<file path="config.mk">
export PLATFORM = sky130hd
export DESIGN_NAME = lc4_multiplier_seq
export DESIGN_NICKNAME = d
export VERILOG_FILES = /design/src/rtl/lc4_multiplier_seq.sv
export SDC_FILE = /design/constraint.sdc
export NUM_CORES = 1
export LEC_CHECK = 0
export BUFFER_PORTS_ARGS = -buffer_cell sky130_fd_sc_hd__buf_2
export CAP_MARGIN = 20
export CORE_ASPECT_RATIO = 1.1
export CORE_MARGIN = 5
export CORE_UTILIZATION = 24
export CTS_CLUSTER_DIAMETER = 120
export DETAILED_ROUTE_END_ITERATION = 10
export PLACE_DENSITY = 0.41
export SYNTH_ARGS = -nofsm -noshare
export SYNTH_HDL_FRONTEND = slang
export SYNTH_SLANG_ARGS = --single-unit
</file>
<file path="constraint.sdc">
create_clock -name clk -period 2.8 [get_ports clk]
set_input_delay 0 -clock clk [delete_from_list [all_inputs] [get_ports clk]]
set_output_delay 0 -clock clk [all_outputs]
set_load 0.03 [all_outputs]
</file>
<file path="src/rtl/lc4_multiplier_seq.sv">
// Sequential unsigned 16x16 shift-and-add multiplier for the LC4 MUL path.
// It retires BITS_PER_CYCLE multiplier bits per clock and registers the full 32-bit product.
module lc4_multiplier_seq #(
    parameter int BITS_PER_CYCLE = 1
) (
    input  logic        clk,
    input  logic        rst_n,
    input  logic        i_start,
    input  logic [15:0] i_multiplicand,
    input  logic [15:0] i_multiplier,
    output logic        o_busy,
    output logic        o_valid,
    output logic [15:0] o_product,
    output logic [15:0] o_product_hi,
    output logic        o_overflow
);

    localparam int ITERS = 16 / BITS_PER_CYCLE;
    localparam int CW    = $clog2(ITERS + 1);
    localparam logic [CW-1:0] LAST = CW'(ITERS - 1);

    typedef enum logic {
        IDLE,
        RUN
    } state_t;

    state_t         state;
    state_t         state_next;
    logic [31:0]    mcand_q;
    logic [15:0]    mplier_q;
    logic [31:0]    acc_q;
    logic [31:0]    acc_sum;
    logic [31:0]    partial;
    logic [CW-1:0]  iter_q;
    logic           done;

    // The accumulator cannot overflow: 0xFFFF * 0xFFFF still fits in 32 bits.
    always_comb begin
        partial    = mcand_q * {{(32 - BITS_PER_CYCLE){1'b0}}, mplier_q[BITS_PER_CYCLE-1:0]};
        acc_sum    = acc_q + partial;
        done       = 1'b0;
        state_next = state;
        case (state)
            IDLE: begin
                if (i_start) begin
                    state_next = RUN;
                end
            end
            RUN: begin
                if (iter_q == LAST) begin
                    done       = 1'b1;
                    state_next = IDLE;
                end
            end
            default: state_next = IDLE;
        endcase
    end

    always_ff @(posedge clk or negedge rst_n) begin
        if (!rst_n) begin
            state <= IDLE;
        end else begin
            state <= state_next;
        end
    end

    always_ff @(posedge clk or negedge rst_n) begin
        if (!rst_n) begin
            mcand_q      <= '0;
            mplier_q     <= '0;
            acc_q        <= '0;
            iter_q       <= '0;
            o_valid      <= 1'b0;
            o_product    <= '0;
            o_product_hi <= '0;
            o_overflow   <= 1'b0;
        end else begin
            o_valid <= 1'b0;
            case (state)
                IDLE: begin
                    if (i_start) begin
                        mcand_q  <= {16'h0000, i_multiplicand};
                        mplier_q <= i_multiplier;
                        acc_q    <= '0;
                        iter_q   <= '0;
                    end
                end
                RUN: begin
                    acc_q    <= acc_sum;
                    mcand_q  <= mcand_q << BITS_PER_CYCLE;
                    mplier_q <= mplier_q >> BITS_PER_CYCLE;
                    iter_q   <= iter_q + 1'b1;
                    if (done) begin
                        o_product    <= acc_sum[15:0];
                        o_product_hi <= acc_sum[31:16];
                        o_overflow   <= |acc_sum[31:16];
                        o_valid      <= 1'b1;
                    end
                end
                default: ;
            endcase
        end
    end

    assign o_busy = (state == RUN);

endmodule

</file>
Yosys cells after proc, flatten, opt, wreduce, memory -nomap -nowiden:

Index checks and enable logic that the tools add are counted.
W data, S select, Z words.

* add/subtract/negate cells: 2
* multipliers: 1
* eq/ne operators: 2
* multiplexer cells: 15
* bitwise logic cells: 1
* reductions and logical operators: 2

Operators by type and width (count)
* $pmux W32 S2: 2
* $mux W32: 2
* $add A32 B32 Y32: 1
* $mul A32 B1 Y32: 1
* $pmux W16 S2: 1
* $mux W16: 1
* $reduce_or A16 Y1: 1
* $pmux W5 S2: 1
* $mux W1: 6
* $add A5 B1 Y5 const B: 1
* $eq A5 B4 Y1 const B: 1
* $mux W5: 1
* $ne A2 B2 Y1 const B: 1
* $pmux W1 S2: 1
* $reduce_and A2 Y1: 1
* $not A1 Y1: 1

* register bits after elaboration: 120
* output and inout bits: 35
* logic and storage cells: 32

Longest topological paths before layout:

* depth in word-level cells: 5
* gate-level depth with buffers: 13
* gate-level depth less buffers: 12

Least setup slack after synthesis:

Ideal clock, no wire load.

* path kind: reg2reg
* start point: register mplier_q[0]
* end point: register o_overflow
* setup time: 0.125 ns
* data arrival time: 2.880 ns
* data required time: 2.675 ns
* slack: -0.205 ns
* stages on the path, launching flop included: 13
* path buffers: 1
* period minus slack after synthesis: 3.005 ns
* path through: dfrtp_1 -> clkbuf_1 -> and2_1 -> ha_1 -> or4_1 -> o2111ai_1 -> o21ai_2 -> a22o_1 -> a21o_1 -> a2111oi_4 -> o2111ai_1 -> nor4_1 -> nor2_1

* longest elaborated chain between the ends: 3

Ends and longest elaborated chain
* from (decl): RTL line 30 `logic [15:0] mplier_q;`
* from (signal assigned): RTL line 83 `mplier_q <= i_multiplier;`
* from (signal assigned): RTL line 91 `mplier_q <= mplier_q >> BITS_PER_CYCLE;`
* $mul A32 B1 Y32: RTL line 39 `partial = mcand_q * {{(32 - BITS_PER_CYCLE){1'b0}}, mplier_q[BITS_PER_CYCLE-1:0]};`
* $add A32 B32 Y32: RTL line 40 `acc_sum = acc_q + partial;`
* $reduce_or A16 Y1: RTL line 96 `o_overflow <= |acc_sum[31:16];`
* to (signal assigned): RTL line 96
* to (decl): RTL line 15 `output logic o_overflow`

No other way between the ends.
A chain may end at the register's enable or synchronous reset.

Final worst setup path:

* start point: register mplier_q[0]
* end point: register o_product_hi[0]

* longest elaborated chain between the ends: 2

Ends and longest elaborated chain
* $mul A32 B1 Y32: RTL line 39
* $add A32 B32 Y32: RTL line 40
* to (signal assigned): RTL line 95 `o_product_hi <= acc_sum[31:16];`
* to (decl): RTL line 14 `output logic [15:0] o_product_hi,`

No other way between the ends.

==> flow_metrics.tcl <==
set metrics [dict create \
    yosysWarnings 0 \
    synth-edff-count 0 \
    final_max_slew_viol_count 0 \
    required_ns 3.16 \
    core_area_sq_um 28800 \
    finalCritPeriodShare_pct 113 \
    syn_area_sq_um 7010 \
    cts_tree "built" \
    tightestPinTransition_ns 0.679 \
    critPathCaptureType "register" \
    critPathBufInv 4 \
    grt_pass1_vias 6656 \
    violations "setup timing" \
    fmax_mhz 317 \
    htree_levels 4 \
    synth_top_flop_cell "dfrtp_1" \
    min_path_type "in -> async" \
    stdcell_count 1370 \
    placementRows 65 \
    gr-total-overflow 0 \
    post-route-min-period_ns 3.15 \
    fin_worst_skew_ns 0.0120 \
    grt_start_max_net_pins 64 \
    drive_above_1_share_pct 39.1 \
    power_density_nw_per_um2 939 \
    portBuffers 69 \
    routedWlPerCell_um 16.2 \
    n_antenna_cell 0 \
    numCtsBuffers 17 \
    worst_slew_margin_rel_pct 54.8 \
    synthDistinctLibCells 63 \
    slowest_delay_ns 0.40 \
    start_util_pct 24.3 \
    path_max_fanout 4 \
    ios 70 \
    status "complete, but fails checks" \
    cpMostUsedCell "buf_4" \
    clock-root-buffer "clkbuf_16" \
    leakagePower_nw 4.87 \
    clk_latency_ns 0.43 \
    critPathKind "reg -> reg" \
    vias_per_cell 4.62 \
    ys_seq_area_share_pct 42.9 \
    critPathTopFamily "compound AO/OA/AOI/OAI gates" \
    maxCapViolCount 0 \
    dpl.hpwl_um 15800 \
    area_growth_pct 50.7 \
    die_h_um 189 \
    startpoint_type "register" \
    dr.pass1.iters 4 \
    cp_slowest_cell "dfrtp_1" \
    syn_area_per_cell_sq_um 9.48 \
    ys_ff_latch 120 \
    grt_first_pass_wirelength_um 35800 \
    hold_viol_final 0 \
    cts_max_path_buffers 2 \
    grt_use_total_pct 13.6 \
    cts.sinks 120 \
    antenna_found_initial 0 \
    dr.first_iter.drc_count 315 \
    setup_violations 17 \
    place_congestion 0.830 \
    synth_nets 808 \
    final_nets 1058 \
    synthCells 739 \
    dp.cells 1293 \
    fin_ws_ns -0.352 \
    async_flop_share_pct 100 \
    drt-total-wl_um 22200 \
    vdd_drop_max_mv 0.352 \
    crit_chain "and2_1 -> ha_2 -> fa_2 -> a21o_1 -> a221oi_4 -> buf_4 -> o21ai_4 -> buf_4 -> buf_6 -> a31o_4 -> a311oi_2 -> buf_4 -> mux2_2" \
    fin_tns_setup_ns -2.65 \
    clk_pin_slew_worst_paths_ns 0.07 \
    rsz0062_at_grt "yes" \
    vias 6328 \
    drc 0 \
    die_w_um 173 \
    ant_nets 0 \
    dieArea_sq_um 32700 \
    crit_arrival_ns 3.51 \
]
## where the power goes
part           switching, W  total [W]  internal (W)
registers          0.000457    0.00287       0.00242
logic               0.00248    0.00468       0.00220
clock network      0.000901    0.00236       0.00146
## final cells by class
cell class	count	area (sq um)
sequential	120	3010
inverter	10	37.5
tap	368	460
timing repair buffer	273	2010
clock buffer	19	453
clock inverter	13	169
multi-input combinational	567	4420
fill	2964	18200
## metrics by stage
step | utilization (%) | hold slack (ns) | total power [W] | instance area, sq um | worst slack (ns)
CTS | 35.9 | 0.167 | 0.00988 | 10300 | -0.445
finish | 36.7 | 0.146 | 0.00991 | 10600 | -0.352
floorplan | - | -0.296 | 0.00523 | 7040 | -0.201
global route | 36.7 | 0.208 | 0.0106 | 10600 | -0.551
global placement | 30.9 | 0.0587 | 0.00704 | 8900 | -0.510
detailed placement | 30.9 | 0.0659 | 0.00705 | 8900 | -0.560
## state kept, by name (all words and copies together), names as in the netlist
name and cells:
acc_q 32, mcand_q 32, o_product 16, o_valid 1, iter_q 5, o_busy 1
o_overflow 1, mplier_q 16, o_product_hi 16
## cell usage in the layout, fill, tap and decap left out, types with 10 or more instances in the layout
master / count
a21o_1: 11
xor2_1: 10
nor2_1: 22
nand3_1: 10
o21ai_1: 11
nand2_1: 128
a22o_1: 30
ha_1: 13
buf_2: 68
o21ai_0: 58
dlygate4sd3_1: 33
mux2i_1: 35
dfrtp_1: 119
buf_4: 163
and2_1: 28
ha_4: 19
mux2_2: 17
a21oi_1: 24
clkbuf_16: 17
## metal layers
layer  vias to the layer above  share of wire [%]  routed length [um]  track usage [%]
met2                       102                 47               10300             22.3
met4                         0                1.7                 373             4.33
met3                        23                3.9                 854             2.46
li1                       3169                  -                   -                -
met5                         -                  0                   0                0
met1                      3034                 48               10600             18.2
## final timing paths
path                                        startpoint                     endpoint  slack [ns]  cells after the start
setup reg to reg               mplier_q[0]$_DFFE_PN0P_  o_product_hi[0]$_DFFE_PN0P_       -0.35                     13
setup / recovery               mplier_q[0]$_DFFE_PN0P_  o_product_hi[0]$_DFFE_PN0P_       -0.35                     13
hold reg to reg            o_product_hi[2]$_DFFE_PN0P_  o_product_hi[2]$_DFFE_PN0P_        0.46                      2
min in group clk                               i_start      mcand_q[17]$_DFFE_PN0P_        0.18                      2
hold / removal                                   rst_n    o_product[12]$_DFFE_PN0P_        0.15                      2
max in group asynchronous                        rst_n        acc_q[22]$_DFFE_PN0P_        1.92                      3
## worst reg2reg max path, stage by stage (launching register included)
cell	delay [ns]
dfrtp_1	0.40
and2_1	0.15
ha_2	0.18
fa_2	0.35
a21o_1	0.22
a221oi_4	0.34
buf_4	0.19
o21ai_4	0.08
buf_4	0.14
buf_6	0.11
a31o_4	0.23
a311oi_2	0.38
buf_4	0.19
mux2_2	0.13
## cell usage after synthesis (4+ instances only)
master | count | area, sq um
and4_1 | 4 | 35.0
a211oi_1 | 5 | 37.5
a21o_1 | 11 | 82.6
a21oi_2 | 6 | 52.6
xnor2_1 | 11 | 96.3
mux2_2 | 19 | 214
a22o_1 | 30 | 263
nor4_1 | 6 | 37.5
nand3_1 | 11 | 55.1
o21ai_0 | 77 | 385
a21oi_1 | 28 | 140
clkbuf_1 | 29 | 109
inv_1 | 9 | 33.8
and2_1 | 36 | 225
and3_1 | 8 | 50.1
xor2_1 | 11 | 96.3
mux2i_1 | 35 | 350
o211ai_1 | 6 | 45.0
dfrtp_1 | 120 | 3000
nor3_1 | 8 | 40.0
buf_1 | 5 | 18.8
nand2_1 | 131 | 492
nand2b_1 | 5 | 31.3
nand4_1 | 4 | 25.0
a311oi_1 | 5 | 43.8
nor2_1 | 23 | 86.3
buf_2 | 7 | 35.0
ha_1 | 33 | 413
## cell families (layout without fill, tap and decap cells)
group / Yosys count / in the layout / share of synthesized area [%]
AND/OR/NAND/NOR: 249 / 249 / 16.7
adder cells (fa/ha/maj): 34 / 34 / 6.18
buffers and inverters: 52 / 315 / 2.96
XOR/XNOR: 22 / 22 / 2.75
multiplexers: 54 / 54 / 8.05
flip-flops: 120 / 120 / 42.9
AO/OA/AOI/OAI: 208 / 208 / 20.5
## timing repair
item | 4_1_cts | 5_1_grt
gates resized for setup | 76 | 44
pin swaps | 38 | 12
endpoints found under the hold margin | 91 | 0
setup endpoints to repair | 37 | 38
hold buffers | 33 | 0
buffers inserted | 11 | 2
No activity file was read; power rests on OpenSTA's default activity.
